**src/rtl/phy_lane_sched.sv**
```systemverilog
// phy_lane_sched: link bring-up FSM and round-robin 4-lane byte scheduler feeding the PHY TX serializer
module phy_lane_sched #(
  parameter logic [7:0] COM       = 8'hBC,
  parameter logic [7:0] IDL       = 8'h7C,
  parameter int         TRAIN_LEN = 4,
  parameter int         TIMEOUT   = 16
) (
  input  logic       clk,
  input  logic       reset,
  input  logic [7:0] In0,
  input  logic [7:0] In1,
  input  logic [7:0] In2,
  input  logic [7:0] In3,
  input  logic       valid0,
  input  logic       valid1,
  input  logic       valid2,
  input  logic       valid3,
  output logic       ready0,
  output logic       ready1,
  output logic       ready2,
  output logic       ready3,
  input  logic       rx_active,
  output logic [7:0] data_out,
  output logic       valid_out,
  output logic [1:0] lane_out,
  output logic       link_up
);
  localparam int CW = $clog2(TIMEOUT > TRAIN_LEN ? TIMEOUT : TRAIN_LEN) + 1;
  typedef enum logic [1:0] {IDLE, TRAIN, WAIT_RX, ACTIVE} state_t;
  state_t        state_q, state_d;
  logic [CW-1:0] cnt_q, cnt_d;
  logic [1:0]    rr_ptr_q, rr_ptr_d;
  logic [7:0]    data_out_q, data_out_d;
  logic          valid_out_q, valid_out_d;
  logic [1:0]    lane_out_q, lane_out_d;
  logic          link_up_q, link_up_d;
  logic [7:0]    in_a [4];
  logic [3:0]    vld, rdy;
  logic [1:0]    grant;
  logic          found, xfer;
  assign in_a = '{In0, In1, In2, In3};
  assign vld = {valid3, valid2, valid1, valid0};
  assign xfer = (state_q == ACTIVE) & rx_active & found & reset;
  assign rdy = xfer ? 4'b0001 << grant : 4'b0000;
  assign {ready3, ready2, ready1, ready0} = rdy;
  assign data_out = data_out_q;
  assign valid_out = valid_out_q;
  assign lane_out = lane_out_q;
  assign link_up = link_up_q;
  // round-robin search from rr_ptr; iterating backwards lets the closest valid lane win
  always_comb begin
    grant = rr_ptr_q;
    found = 1'b0;
    for (int k = 3; k >= 0; k--)
      if (vld[rr_ptr_q + 2'(k)]) begin
        grant = rr_ptr_q + 2'(k);
        found = 1'b1;
      end
  end
  // link FSM next state; outputs are registered from the state being entered
  always_comb begin
    state_d = state_q;
    cnt_d = cnt_q;
    unique case (state_q)
      IDLE: state_d = TRAIN;
      TRAIN: begin
        state_d = (cnt_q == CW'(TRAIN_LEN - 1)) ? WAIT_RX : TRAIN;
        cnt_d = (cnt_q == CW'(TRAIN_LEN - 1)) ? '0 : cnt_q + CW'(1);
      end
      WAIT_RX: begin
        state_d = rx_active ? ACTIVE : (cnt_q == CW'(TIMEOUT - 1)) ? TRAIN : WAIT_RX;
        cnt_d = (rx_active || cnt_q == CW'(TIMEOUT - 1)) ? '0 : cnt_q + CW'(1);
      end
      ACTIVE: begin
        state_d = rx_active ? ACTIVE : TRAIN;
        cnt_d = '0;
      end
    endcase
    data_out_d = (state_d == ACTIVE) ? (xfer ? in_a[grant] : IDL) : COM;
    valid_out_d = xfer;
    lane_out_d = xfer ? grant : lane_out_q;
    rr_ptr_d = xfer ? grant + 2'd1 : rr_ptr_q;
    link_up_d = state_d == ACTIVE;
  end
  // state and output registers with synchronous active-low reset
  always_ff @(posedge clk) begin
    if (!reset) begin
      state_q <= IDLE;
      cnt_q <= '0;
      rr_ptr_q <= '0;
      data_out_q <= '0;
      valid_out_q <= 1'b0;
      lane_out_q <= '0;
      link_up_q <= 1'b0;
    end else begin
      state_q <= state_d;
      cnt_q <= cnt_d;
      rr_ptr_q <= rr_ptr_d;
      data_out_q <= data_out_d;
      valid_out_q <= valid_out_d;
      lane_out_q <= lane_out_d;
      link_up_q <= link_up_d;
    end
  end
endmodule

```
**config.mk**
```make
export PLATFORM = sky130hd
export DESIGN_NAME = phy_lane_sched
export DESIGN_NICKNAME = d
export VERILOG_FILES = /design/src/rtl/phy_lane_sched.sv
export SDC_FILE = /design/constraint.sdc
export NUM_CORES = 1
export LEC_CHECK = 0
export ABC_CLOCK_PERIOD_IN_PS = 2800
export CORE_MARGIN = 1
export CORE_UTILIZATION = 55
export CTS_CLUSTER_DIAMETER = 30
export CTS_CLUSTER_SIZE = 24
export DETAILED_ROUTE_END_ITERATION = 16
export DONT_BUFFER_PORTS = 1
export PLACE_DENSITY = 0.7
export REMOVE_ABC_BUFFERS = 1
export SLEW_MARGIN = 20
export SYNTH_ARGS = -nofsm -noshare
export SYNTH_HDL_FRONTEND = slang
export SYNTH_SLANG_ARGS = --single-unit
```
**constraint.sdc**
```tcl
create_clock -name clk -period 2.8 [get_ports clk]
set_clock_uncertainty 0.1 [all_clocks]
set_input_delay 0.56 -clock clk [delete_from_list [all_inputs] [get_ports clk]]
set_output_delay 0.56 -clock clk [all_outputs]
set_load 0.01 [all_outputs]
```
## After elaboration in Yosys (flattened, before gate mapping)

Cells that the tools add are included.

- Word-level logic and storage cells: 65
- Input port bits: 39
- Output and inout bits: 16
- Register bits after elaboration: 21

- Shifts and indexed selects: 1
- Equal/unequal tests: 6
- Bitwise operators: 4
- Reductions and logical operators: 5
- Multiplexer cells: 30
- Magnitude comparators: 5
- $add $sub $neg: 5

Operators by type and width:

| kind | number |
|---|---|
| two-way mux 8 bit | 4 |
| binary-select mux 8 bit (select 2 bit) | 1 |
| two-way mux 2 bit | 8 |
| one-hot mux 5 bit (3 select lines) | 1 |
| less-than comparator 2 x 3 -> 1 bit (second input constant) | 4 |
| two-way mux 5 bit | 2 |
| binary-select mux 1 bit (select 2 bit) | 4 |
| two-way mux 1 bit | 8 |
| one-hot mux 2 bit (4 select lines) | 1 |
| == test 2 bit (second input constant) | 3 |
| adder 5 x 1 -> 5 bit (second input constant) | 1 |
| == test 5 x 2 -> 1 bit (second input constant) | 1 |
| == test 5 x 4 -> 1 bit (second input constant) | 1 |
| adder 2 x 1 -> 2 bit (second input constant) | 2 |
| adder 2 bit (second input constant) | 2 |
| two-way mux 4 bit | 1 |
| left shift 1 x 2 -> 4 bit (first input constant) | 1 |
| bitwise AND 1 bit | 3 |
| >= comparator 3 bit (second input constant) | 1 |
| NOT 2 -> 3 bit | 1 |
| AND reduction 3 bit | 1 |
| nonzero test 3 bit | 1 |
| == test 2 x 1 -> 1 bit (second input constant) | 1 |
| zero test 2 bit | 1 |
| other kinds (2) | 2 |

## Depth between registers and ports, before layout

Gate-level depths: netlist of run 1.

- Depth in word-level cells: 13
- Depth in mapped cells: 8
- Gate-level depth less buffers: 7

## Worst setup path before layout of run 1

No wires, ideal clock.

- Kind: input -> output
- Start point: in valid3
- End point: out ready3
- Slack: 0.424 ns
- Cell stages on the path: 7
- Arrival time: 1.716 ns
- Path buffers: 1
- Cells stage by stage: nor3_1 > nor4_4 > nor2_4 > buf_6 > inv_1 > ha_1 > and2_1

RTL lines:

| what | RTL line | text |
|---|---|---|
| start: declaration | 17 | `input logic valid3,` |
| binary-select mux 1 bit (select 2 bit) | 55 | `if (vld[rr_ptr_q + 2'(k)]) begin` |
| two-way mux 1 bit (not written as such) | 55 |  |
| two-way mux 2 bit (3 in series) | 55 |  |
| two-way mux 2 bit * | 55 |  |
| named net grant[1] | 39 | `logic [1:0] grant;` |
| left shift 1 x 2 -> 4 bit * | 44 | `assign rdy = xfer ? 4'b0001 << grant : 4'b0000;` |
| two-way mux 4 bit * | 44 |  |
| end: declaration | 21 | `output logic ready3,` |

The timed path passes the listed nets; every way through them passes the cells marked *. The select of a mux whose other input is x is not followed.

## Worst setup path in the final report of run 1

- Start point: reg rr_ptr_q[1]
- End point: out ready3

RTL lines:

| what | RTL line | text |
|---|---|---|
| start: declaration | 32 | `logic [1:0] rr_ptr_q, rr_ptr_d;` |
| start signal: assignment | 98 | `rr_ptr_q <= rr_ptr_d;` |
| adder 2 bit | 55, 56 |  |
| binary-select mux 1 bit (select 2 bit) | 55 |  |
| two-way mux 1 bit (not written as such) | 55 |  |
| two-way mux 2 bit (3 in series) | 55 |  |
| two-way mux 2 bit * | 55 |  |
| named net grant[1] | 39 |  |
| left shift 1 x 2 -> 4 bit * | 44 |  |
| two-way mux 4 bit * | 44 |  |

Marks and branches as above.

==> results_dict.tcl, run 1 <==
set metrics [dict create \
    reg2reg_depth 6 \
    hold_end "data_out[7]$_SDFF_PN0_" \
    nets 169 \
    core-area_um2 1960 \
    cts.path.max_buffers 2 \
    cp-end-kind "output pin" \
    rows 16 \
    postPlaceCellArea_um2 1180 \
    clkLatencyLatePin_ns 0.30 \
    tns_ns 0 \
    fillers 191 \
    ant_nets 0 \
    ys_types 39 \
    start_util 0.589 \
    status "finished, final reports clean" \
    min_path_cells 2 \
    rsz0062_at_grt "no" \
    cap_violations 0 \
    clock_sinks 21 \
    drtIter0Drc 5 \
    setup_viol 0 \
    htreeDepth 1 \
    seq_area_frac_synth 0.364 \
    via_count 875 \
    grt_pass1_vias 777 \
    synth_common_cells "dfxtp_1 (21), nand2_1 (13), mux2_2 (8), nor2_1 (8)" \
    hold_viol_final 0 \
    synth-seq-cells 21 \
    tritoncts "done" \
    holdWs_ns 0.275 \
    io-pin-count 55 \
    cts-resized-gates 0 \
    multiInputGateArea_um2 694 \
    track_usage 0.195 \
    yosysMostFrequentCell "dfxtp_1" \
    async_reset_ff_frac 0 \
    dieArea_um2 2290 \
    place_ws_ns 0.479 \
    power_density_nw_per_um2 440 \
    min-delay-path-class "input pin to register" \
    port_buffers 0 \
    worstPathRequired_ns 2.14 \
    worst-path-max-fanout 7 \
    area.growth.synth_to_final_pct 4.55 \
    yosysWarnings 0 \
    cts_made_buffers 3 \
    fin_area_um2 1210 \
    antenna_found_initial 0 \
    wire_per_inst_um 14.2 \
    synth_edf_count 0 \
    grt_max_degree 14 \
    seq_area_um2 420 \
    cts.clk_slew.worst_paths_ns 0.12 \
    firstDrtPassIters 2 \
    cts_hold_buf 0 \
    start_kind "register" \
    totalWireLength_mm 2.13 \
    hpwl_mm 1.69 \
    synthCells 121 \
    fin_util 0.616 \
    drive_gt1_frac 0.179 \
    r2r_end "data_out[6]$_SDFF_PN0_" \
    yosysTopAreaCell "dfxtp_1" \
    max-vdd-ir-drop_mv 0.305 \
    die_w_um 47.8 \
    vias_per_cell 5.83 \
    die_y_um 47.8 \
    synth_area_um2 1160 \
    max_slew_margin 0.613 \
    drc 0 \
    grt_pass1_wl_mm 3.16 \
    overflow 0 \
    root_buffer "clkbuf_4" \
    gp_congestion 0.762 \
    ys.flop_type "dfxtp_1" \
    holdCritStartpoint "reset" \
    fmax_mhz 413 \
    critPathKind "register to output pin" \
    finalWorstSetupSlack_ns 0.378 \
    avgSynthCellArea_um2 9.55 \
    rrSetupSlack_ns 0.71 \
    post_cts_buffers 0 \
    tightest_slew_ns 0.573 \
    n_antenna_cell 0 \
    yosysTopAreaCellShare 0.364 \
    yosys-top-cells-area "dfxtp_1 (36%), mux2_2 (7.8%), ha_1 (6.5%)" \
    arrival_ns 1.76 \
    fin_crit_ns 2.42 \
    slew_viol_final 0 \
    min_period_over_period 0.865 \
    r2r_start "rr_ptr_q[1]$_SDFFE_PN0P_" \
    power.leakage_nw 0.518 \
]
placed cells by master, fill, tap and decap left out:
cell,Yosys,routed
o21a_1,2,2
nor2_4,1,1
a211o_1,1,1
nand2_1,13,13
a311oi_1,2,2
o211a_1,1,1
o31ai_1,2,2
clkinvlp_4,0,1
or3b_1,1,1
xnor2_1,1,1
o21ai_0,6,6
dfxtp_1,21,21
inv_1,5,5
clkbuf_4,0,3
xor2_1,2,2
nor3_1,1,1
nand3_1,4,4
o221ai_1,1,1
o221a_2,4,4
mux2i_1,3,3
nor2_1,8,8
o41ai_1,1,1
ha_1,6,6
and2b_1,1,1
nor4_4,1,1
clkinv_1,1,1
buf_4,0,1
o221a_1,1,1
and3_1,3,3
and2_1,4,4
or2_2,1,1
a211oi_1,2,2
nor2b_1,2,2
nand4_1,1,1
mux2_4,2,2
and3b_1,1,1
a21oi_1,2,2
mux2_2,8,8
a21boi_0,1,1
o311a_1,1,1
state kept, by name (all words and copies together) (netlist names):
name and count:
valid_out 1, state_q 2, rr_ptr_q 2, data_out 8
link_up 1, lane_out 2, cnt_q 5
how the worst max path moves through the flow:
stage | start | end | slack [ns]
3_5_place_dp | valid0 | ready2 | 0.48
5_1_grt | rr_ptr_q[0]$_SDFFE_PN0P_ | ready2 | 0.18
2_1_floorplan | valid3 | ready3 | 0.39
3_3_place_gp | valid0 | ready2 | 0.51
4_1_cts | rr_ptr_q[1]$_SDFFE_PN0P_ | ready3 | 0.35
6_report | rr_ptr_q[1]$_SDFFE_PN0P_ | ready3 | 0.38
critical path, cell delays in order, from the launching register on:
cell	delay, ns
dfxtp_1	0.38
nor3_1	0.33
nor4_4	0.11
nor2_4	0.19
inv_1	0.10
ha_1	0.18
and2_1	0.17
power breakdown:
group	internal (mW)	leakage (nW)	switching, mW	total, mW
registers	0.310	0.172	0.00977	0.319
logic	0.0363	0.332	0.0305	0.0668
clock network	0.0544	0.0139	0.0910	0.145
cell families (layout without fill, tap and decap cells):
| kind of cell | Yosys count | count (layout) | synth area share |
|---|---|---|---|
| AND/OR/NAND/NOR | 42 | 42 | 0.199 |
| AO/OA/AOI/OAI | 27 | 27 | 0.184 |
| flip-flops | 21 | 21 | 0.364 |
| multiplexers | 13 | 13 | 0.130 |
| buffers and inverters | 9 | 11 | 0.0357 |
| adder cells (fa/ha/maj) | 6 | 6 | 0.0649 |
| XOR/XNOR | 3 | 3 | 0.0227 |
final cells by class:
| type | instances | share of cell area |
|---|---|---|
| Sequential cell | 21 | 0.348 |
| Timing Repair Buffer | 1 | 0.00621 |
| Clock buffer | 3 | 0.0186 |
| Tap cell | 27 | 0.0280 |
| Clock inverter | 1 | 0.00621 |
| Inverter | 6 | 0.0186 |
| Multi-Input combinational cell | 91 | 0.575 |
per-stage QoR:
stage               total power [mW]  instances
floorplan                      0.382        118
global placement               0.391        146
detailed placement             0.393        146
CTS                            0.543        150
global route                   0.568        150
finish                         0.532        150
per-layer routing:
| metal | global-route usage | up-vias | routed length [um] |
|---|---|---|---|
| li1 | - | 449 | - |
| met1 | 0.210 | 397 | 902 |
| met2 | 0.362 | 27 | 1100 |
| met3 | 0.0642 | 2 | 122 |
| met4 | 0.0500 | 0 | 6 |
| met5 | 0 | - | 0 |
No activity file was read; power rests on OpenSTA's default activity.
==> run 2, diff against run 1 <==
--- a/config.mk
+++ b/config.mk
@@ -6,13 +6,15 @@
 export NUM_CORES = 1
 export LEC_CHECK = 0
 export ABC_CLOCK_PERIOD_IN_PS = 2800
+export CELL_PAD_IN_SITES_DETAIL_PLACEMENT = 1
+export CELL_PAD_IN_SITES_GLOBAL_PLACEMENT = 1
 export CORE_MARGIN = 1
-export CORE_UTILIZATION = 55
+export CORE_UTILIZATION = 47
 export CTS_CLUSTER_DIAMETER = 30
 export CTS_CLUSTER_SIZE = 24
 export DETAILED_ROUTE_END_ITERATION = 16
 export DONT_BUFFER_PORTS = 1
-export PLACE_DENSITY = 0.7
+export PLACE_DENSITY_LB_ADDON = 0.1
 export REMOVE_ABC_BUFFERS = 1
 export SLEW_MARGIN = 20
 export SYNTH_ARGS = -nofsm -noshare
==> results_dict.tcl, run 2 (synthesis gave the netlist of run 1 again) <==
set metrics [dict create \
    final_common_cell "dfxtp_1" \
    critPathBufInv 1 \
    place_ws_ns 0.444 \
    min_period_over_period 0.877 \
    swShare 0.253 \
    cts_hold_buf 0 \
    track_usage 0.198 \
    firstDrtPassIters 4 \
    port_buffers 0 \
    cts_made_buffers 3 \
    hpwl_mm 2.02 \
    worstPathCellList "nor2b_1, a21oi_1, o211a_1, inv_1, ha_1, and2_1" \
    p_int_uw 400 \
    rsz0062_at_grt "no" \
    tightest_slew_ns 0.542 \
    clock_sinks 21 \
    tritoncts "done" \
    fmax_mhz 407 \
    drtIter0Drc 11 \
    rows 17 \
    start_util 0.513 \
    dieArea_um2 2660 \
    htreeDepth 1 \
    grt_pass1_wl_mm 3.93 \
    cts.path.max_buffers 2 \
    critPathKind "register to output pin" \
    grt_pass1_vias 896 \
    grt_max_degree 14 \
    min_path_cells 1 \
    crit_path_top_delay_cell "dfxtp_1" \
    seq_power_share 0.599 \
    slew_viol_final 0 \
    clkLatencyLatePin_ns 0.30 \
    vias_per_cell 5.87 \
    setup_viol 0 \
    totalWireLength_mm 2.48 \
    mostFrequentLayoutCells "dfxtp_1 (21), nand2_1 (13), nor2_1 (8), mux2_2 (8)" \
    post_cts_buffers 0 \
    worstPathRequired_ns 2.14 \
    worst-path-stages 6 \
    root_buffer "clkbuf_4" \
    drive_gt1_frac 0.179 \
    area.growth.synth_to_final_pct 4.44 \
    combPwrFrac 0.129 \
    cts.clk_slew.worst_paths_ns 0.12 \
    slowest_delay_ns 0.36 \
    arrival_ns 1.79 \
    worst-path-max-fanout 6 \
    antenna_found_initial 0 \
    p_sw_uw 135 \
    die_y_um 51.6 \
    p_clk_frac 0.272 \
    gp_congestion 0.723 \
    n_antenna_cell 0 \
    cap_violations 0 \
    start_kind "register" \
    power.leakage_nw 0.522 \
    max-vdd-ir-drop_mv 0.239 \
    status "finished, final reports clean" \
    max_slew_margin 0.634 \
    via_count 887 \
    fin_crit_ns 2.45 \
    cp_top_family "simple AND/OR/NAND/NOR gates" \
    io-pin-count 55 \
    drc 0 \
    hold_viol_final 0 \
    largest_register_ffs 8 \
    cts-resized-gates 0 \
    nets 169 \
    ant_nets 0 \
    overflow 0 \
    wire_per_inst_um 16.4 \
    core-area_um2 2250 \
    power_density_nw_per_um2 443 \
    die_w_um 51.6 \
    min-delay-path-class "input pin to register" \
    reg2reg_depth 6 \
    cp-end-kind "output pin" \
    finalWorstSetupSlack_ns 0.345 \
    tns_ns 0 \
]
run 2: changes by cell type in the layout (fill, tap and decap cells not counted), sizes merged:
cell | previous run | this run
clkinv | 1 | 2
clkinvlp | 1 | 0
run 2: path summary, 6_finish.rpt:
| path | startpoint | to | slack, ns |
|---|---|---|---|
| worst max-delay path | rr_ptr_q[0]$_SDFFE_PN0P_ | ready2 | 0.35 |
| worst min-delay path | reset | state_q[1]$_SDFF_PN0_ | 0.27 |
| worst max register to register | rr_ptr_q[1]$_SDFFE_PN0P_ | data_out[6]$_SDFF_PN0_ | 0.70 |
| worst min register to register | lane_out[0]$_SDFFE_PN0P_ | lane_out[0]$_SDFFE_PN0P_ | 0.43 |
run 2: metal layers:
layer,wire [um],GRT usage,part of all wire,vias to the layer above
met5,0,0,0,-
met4,9,0.0541,0.0036,0
met3,118,0.0409,0.048,2
met2,1250,0.355,0.50,31
met1,1100,0.237,0.44,410
li1,-,-,-,444
run 2: cell type report:
class	instances	area [um2]
fill	267	1050
tap	28	35.0
inverter	6	22.5
timing repair buffer	1	7.51
sequential	21	420
clock inverter	1	5.00
multi-input combinational	91	694
clock buffer	3	22.5
run 2: metrics by stage:
| stage | util | total power [mW] | hold slack, ns | cell area [um2] | cells |
|---|---|---|---|---|---|
| finish | 0.536 | 0.535 | 0.270 | 1210 | 151 |
| CTS | 0.536 | 0.543 | 0.260 | 1210 | 151 |
| floorplan | - | 0.382 | 0.378 | 1140 | 118 |
| detailed placement | 0.523 | 0.397 | 0.419 | 1180 | 147 |
| global placement | 0.523 | 0.392 | 0.405 | 1180 | 147 |
| global route | 0.536 | 0.571 | 0.244 | 1210 | 151 |
run 2: power by group through the flow:
stage	registers (mW)	clock network (mW)	logic, mW
finish	0.320	0.145	0.0691
floorplan	0.325	0	0.0578
detailed placement	0.327	0	0.0700
global route	0.322	0.170	0.0779
CTS	0.320	0.152	0.0705
global placement	0.326	0	0.0658
